[src/rtl/keypad_scanner.sv]
// Matrix keypad scanner: one-hot column drive, synchronised row sampling,
// press/release debounce with 2-key lockout, optional typematic repeat, valid/ready key output.
module keypad_scanner #(
  parameter int ROWS            = 4,
  parameter int COLS            = 4,
  parameter int SETTLE_CYCLES   = 4,
  parameter int DEBOUNCE_CYCLES = 8,
  parameter int REPEAT_CYCLES   = 0,
  localparam int CW             = $clog2(ROWS*COLS)
) (
  input  logic            clk,
  input  logic            nrst,
  input  logic [ROWS-1:0] row_d,
  output logic [COLS-1:0] col_q,
  output logic [CW-1:0]   key_code,
  output logic            key_valid,
  input  logic            key_ready,
  output logic            key_held,
  output logic            multi_key_err,
  output logic            overrun
);
  localparam int CLW = $clog2(COLS);
  localparam int RW  = (ROWS > 1) ? $clog2(ROWS) : 1;
  localparam int SW  = $clog2(SETTLE_CYCLES);
  localparam int DW  = $clog2(DEBOUNCE_CYCLES+1);
  localparam int PW  = $clog2(REPEAT_CYCLES+2);

  typedef enum logic [1:0] {SCAN, DEBOUNCE, HELD, RELEASE} state_e;

  state_e            state_q, state_d;
  logic [ROWS-1:0]   row_m_q, row_s_q;
  logic [CLW-1:0]    col_idx_q, col_idx_d, col_next;
  logic [SW-1:0]     settle_q, settle_d;
  logic [DW-1:0]     deb_q, deb_d;
  logic [PW-1:0]     rep_q, rep_d;
  logic [ROWS-1:0]   cand_oh_q, cand_oh_d;
  logic [CLW-1:0]    cand_col_q, cand_col_d;
  logic              extra_q, extra_d;
  logic              emit, err_d;
  logic [RW-1:0]     cand_row;
  logic [CW-1:0]     code;
  logic              valid_q, err_q, ovr_q;
  logic [CW-1:0]     code_q;

  always_ff @(posedge clk or negedge nrst) begin
    if (!nrst) state_q <= SCAN;
    else       state_q <= state_d;
  end

  assign col_next = (col_idx_q == CLW'(COLS-1)) ? '0 : col_idx_q + 1'b1;

  always_comb begin
    cand_row = '0;
    for (int r = 0; r < ROWS; r++)
      if (cand_oh_q[r]) cand_row = RW'(r);
  end
  assign code = CW'(cand_row) * CW'(COLS) + CW'(cand_col_q);

  always_comb begin
    state_d    = state_q;
    col_idx_d  = col_idx_q;
    settle_d   = settle_q;
    deb_d      = deb_q;
    rep_d      = rep_q;
    cand_oh_d  = cand_oh_q;
    cand_col_d = cand_col_q;
    extra_d    = 1'b0;
    emit       = 1'b0;
    err_d      = 1'b0;
    case (state_q)
      SCAN: begin
        settle_d = settle_q + 1'b1;
        if (settle_q == SW'(SETTLE_CYCLES-1)) begin
          settle_d = '0;
          if ($countones(row_s_q) == 1) begin
            state_d    = DEBOUNCE;
            cand_oh_d  = row_s_q;
            cand_col_d = col_idx_q;
            deb_d      = '0;
          end else begin
            col_idx_d = col_next;
            err_d     = (row_s_q != '0);
          end
        end
      end
      DEBOUNCE: begin
        if (row_s_q == cand_oh_q) begin
          deb_d = deb_q + 1'b1;
          if (deb_q == DW'(DEBOUNCE_CYCLES-1)) begin
            state_d = HELD;
            emit    = 1'b1;
            deb_d   = '0;
            rep_d   = '0;
          end
        end else begin
          state_d   = SCAN;
          col_idx_d = col_next;
          settle_d  = '0;
          deb_d     = '0;
        end
      end
      HELD: begin
        // Extra rows only flag an error on their rising edge; the held key keeps ownership.
        extra_d = |(row_s_q & ~cand_oh_q);
        err_d   = extra_d & ~extra_q;
        if (REPEAT_CYCLES > 0) begin
          rep_d = rep_q + 1'b1;
          if (rep_q == PW'((REPEAT_CYCLES > 0) ? REPEAT_CYCLES-1 : 0)) begin
            rep_d = '0;
            emit  = 1'b1;
          end
        end
        // The first zero cycle already counts toward release debounce.
        if (row_s_q == '0) begin
          if (DEBOUNCE_CYCLES == 1) begin
            state_d   = SCAN;
            col_idx_d = col_next;
            settle_d  = '0;
          end else begin
            state_d = RELEASE;
            deb_d   = DW'(1);
          end
        end
      end
      RELEASE: begin
        if (row_s_q == '0) begin
          deb_d = deb_q + 1'b1;
          if (deb_q == DW'(DEBOUNCE_CYCLES-1)) begin
            state_d   = SCAN;
            col_idx_d = col_next;
            settle_d  = '0;
            deb_d     = '0;
          end
        end else begin
          state_d = HELD;
          deb_d   = '0;
        end
      end
      default: state_d = SCAN;
    endcase
  end

  always_ff @(posedge clk or negedge nrst) begin
    if (!nrst) begin
      row_m_q    <= '0;
      row_s_q    <= '0;
      col_idx_q  <= '0;
      settle_q   <= '0;
      deb_q      <= '0;
      rep_q      <= '0;
      cand_oh_q  <= '0;
      cand_col_q <= '0;
      extra_q    <= 1'b0;
      valid_q    <= 1'b0;
      code_q     <= '0;
      err_q      <= 1'b0;
      ovr_q      <= 1'b0;
    end else begin
      row_m_q    <= row_d;
      row_s_q    <= row_m_q;
      col_idx_q  <= col_idx_d;
      settle_q   <= settle_d;
      deb_q      <= deb_d;
      rep_q      <= rep_d;
      cand_oh_q  <= cand_oh_d;
      cand_col_q <= cand_col_d;
      extra_q    <= extra_d;
      err_q      <= err_d;
      ovr_q      <= emit && valid_q && !key_ready;
      // A slot freed by acceptance this cycle can take the new emission directly.
      if (emit && (!valid_q || key_ready)) begin
        valid_q <= 1'b1;
        code_q  <= code;
      end else if (valid_q && key_ready) begin
        valid_q <= 1'b0;
      end
    end
  end

  always_comb begin
    col_q         = COLS'(1) << col_idx_q;
    key_held      = (state_q == HELD) || (state_q == RELEASE);
    key_valid     = valid_q;
    key_code      = code_q;
    multi_key_err = err_q;
    overrun       = ovr_q;
  end
endmodule
[config.mk]
export PLATFORM = sky130hd
export DESIGN_NAME = keypad_scanner
export DESIGN_NICKNAME = d
export VERILOG_FILES = /design/src/rtl/keypad_scanner.sv
export SDC_FILE = /design/constraint.sdc
export NUM_CORES = 1
export LEC_CHECK = 0
export CAP_MARGIN = 30
export CORE_UTILIZATION = 40
export DETAILED_ROUTE_END_ITERATION = 8
export GPL_ROUTABILITY_DRIVEN = 0
export PLACE_DENSITY_LB_ADDON = 0.15
export REMOVE_ABC_BUFFERS = 1
export SLEW_MARGIN = 0
export SYNTH_ARGS = -nofsm -noshare
export SYNTH_HDL_FRONTEND = slang
export SYNTH_SLANG_ARGS = --single-unit
[constraint.sdc]
create_clock -name clk -period 2.7 [get_ports clk]
set_clock_uncertainty 0.15 [all_clocks]
set_input_delay 0.54 -clock clk [delete_from_list [all_inputs] [get_ports clk]]
set_output_delay 0.54 -clock clk [all_outputs]
set_load 0.03 [all_outputs]
==> impl_metrics.toml <==
[clock_network]
cts.path.max_buffers = 2
cts_resized = 0
hold_buffers = 0
worstSkewPairLatency_ns = 0.28
cts_tree = "yes"
cts_setup_buffers = 0
clk_pin_slew_ns = 0.06
cts_sinks = 32
ctsHtreeMaxLevel = 2
cts-root-buf = "clkbuf_8"
cts_buffers = 5

[floorplanning]
row_count = 22
core_area_sq_um = 3690
ios = 19
start_util_pct = 42.0
die_width_microns = 64.3
dieArea_sq_um = 4130
fp.dieH_microns = 64.3

[worst_setup_path]
worstPathRequired_ns = 2.72
max_stage_delay_ns = 0.53
crit_family = "adder cells"
cp-start-kind = "flip-flop"
slowest_stage = "fa_1"
cp.arrival_ns = 2.56
path_buf_inv = 2
endpoint_kind = "flip-flop"
critPathKind = "flip-flop to flip-flop"
critical_path.cell_chain = "inv_1, fa_1, inv_1, ha_1, ha_1, o31ai_1, a221oi_2, mux2_2"
cp_max_fo = 3

[global_routing]
grt_pass1_vias = 993
grt_overflow_total = 0
grt_start_max_net_pins = 33
grt_pass1_wl_mm = 4.69
grt_use_total_pct = 15.2
antenna_found_initial = 0

[route]
vias = 1000
viasPerCell = 4.93
dr.pass1.iters = 4
wl_per_cell_microns = 12.9
wl_mm = 2.63
ant_nets = 0
route.detailed.drc = 0
drt_iter0_drc = 85

[timing]
setup_ws_ns = 0.160
period_needed_ns = 2.54
min_period_over_period_pct = 94.1
rsz0062_at_grt = "false"
setup_violations = 0
holdWs_ns = 0.197
setup_tns_ns = 0
fmax_mhz = 394
drv_slew = 0
worstMarginPinSlew_ns = 0.431
hold_viol_final = 0
slew_headroom_pct = 71.3

[placed_design]
portBuffers = 18
dp_hpwl_mm = 1.99
preCtsSetupSlack_ns = 0.0930
dp.cells = 195
place_area_sq_um = 1800

[yosys]
synth_edf_count = 0
synthSimpleGateAreaFrac_pct = 14.0
yosysUniqueCellTypes = 40
yosysWarnings = 0
synth.avg_cell_area_sq_um = 12.0
synth_top_family_by_area = "simple AND/OR/NAND/NOR gates"
syn_inst = 129
yosysTopAreaCell = "dfrtp_1"
synthXorXnorAreaFrac_pct = 0
async_flop_share_pct = 100
synth_mux_area_share_pct = 5.97
syn_area_sq_um = 1550
synth_fa_ha_area_share_pct = 11.8
synth-seq-cells = 32
synth.area.top_cells = "dfrtp_1 52%, ha_1 10%, mux2_2 4.4%, inv_1 3.9%, o21ai_0 2.9%"
synth_most_common_cell = "dfrtp_1"
synth_commonest_cells = "32 x dfrtp_1, 16 x inv_1, 13 x ha_1"
synth_compound_area_share_pct = 11.9
yosys_most_used_dff = "dfrtp_1"
synth_top_area_share_pct = 51.7
yosysSeqAreaShare_pct = 51.7

[layout]
area_growth_pct = 24.6
nNetsFinal = 175
fillCellCount = 326
multi_input_area_sq_um = 682
postLayoutCoreUtil_pct = 52.4
seqCellArea_sq_um = 801
drive_above_1_share_pct = 18.1
finalNonFillerCells = 203
fin_area_sq_um = 1930
antenna_cells = 0

[power_and_ir_drop]
total_power_mw = 1.66
max-vdd-ir-drop_mv = 0.437
p_per_area_nw_per_um2 = 861
power.leakage_nw = 0.895

[status]
status = "finished, final reports clean"

[job]
drv_cap = 0

[min_path]
min_path_type = "flip-flop to flip-flop"
[flip-flops by register name, summed over array words and instances, names as in the netlist, 2 cells and up]
register	count
row_m_q	4
col_idx_q	2
row_s_q	4
settle_q	2
key_code	4
deb_q	4
state_q	2
cand_col_q	2
cand_oh_q	4
[cell families after synthesis]
| logic type | after synthesis |
|---|---|
| AND/OR/NAND/NOR | 31 |
| multiplexers | 8 |
| adder cells (fa/ha/maj) | 14 |
| flip-flops | 32 |
| AO/OA/AOI/OAI | 25 |
| buffers and inverters | 19 |
[area by class of cell]
class,count,area share [%]
clock buffer,7,4.99
timing repair buffer,21,10.5
sequential,32,41.5
clock inverter,1,1.55
tap,48,3.11
multi-input combinational,78,35.3
inverter,16,3.11
[worst register-to-register path, stage by stage, from the launching register on]
cell and delay (ns):
dfrtp_1 0.34, inv_1 0.08, fa_1 0.53, inv_1 0.04
ha_1 0.17, ha_1 0.28, o31ai_1 0.39, a221oi_2 0.15
mux2_2 0.29
[worst paths after layout]
check	endpoint	depth (start not counted)	slack, ns	from
setup / recovery	col_idx_q[1]	8	0.16	row_s_q[0]
max in group asynchronous	key_code[3]	2	1.62	nrst
min in group asynchronous	settle_q[1]	2	0.50	nrst
hold / removal	row_s_q[3]	0	0.20	row_m_q[3]
hold reg to reg	row_s_q[3]	0	0.20	row_m_q[3]
setup reg to reg	col_idx_q[1]	8	0.16	row_s_q[0]
[layout by cell type (no fill, tap or decap), drive strengths merged, types with 2 or more instances in the layout]
cell type / instances
nand2: 10
nand3: 3
mux2: 7
a21o: 2
inv: 16
o21ai: 9
nor3b: 2
o22ai: 2
buf: 3
dfrtp: 32
a31oi: 2
ha: 13
nand2b: 3
nor2: 3
nor3: 2
clkdlybuf4s50: 18
clkbuf: 7
a21oi: 2
[per-layer routing]
layer	wire length [microns]	global-route usage, %	part of all wire, %	up-vias
li1	-	-	-	500
met3	88	5.00	3.3	3
met1	1260	20.9	48	477
met4	32	5.56	1.2	0
met2	1250	22.1	48	20
met5	0	0	0	-
[power by group]
group          switching, mW  total, mW  leakage [nW]  internal [mW]
clock                  0.165      0.490        0.0645          0.325
combinational          0.276      0.518         0.419          0.242
sequential            0.0793      0.655         0.411          0.576
total                  0.520       1.66         0.895           1.14
(Power assumes the default switching activity.)
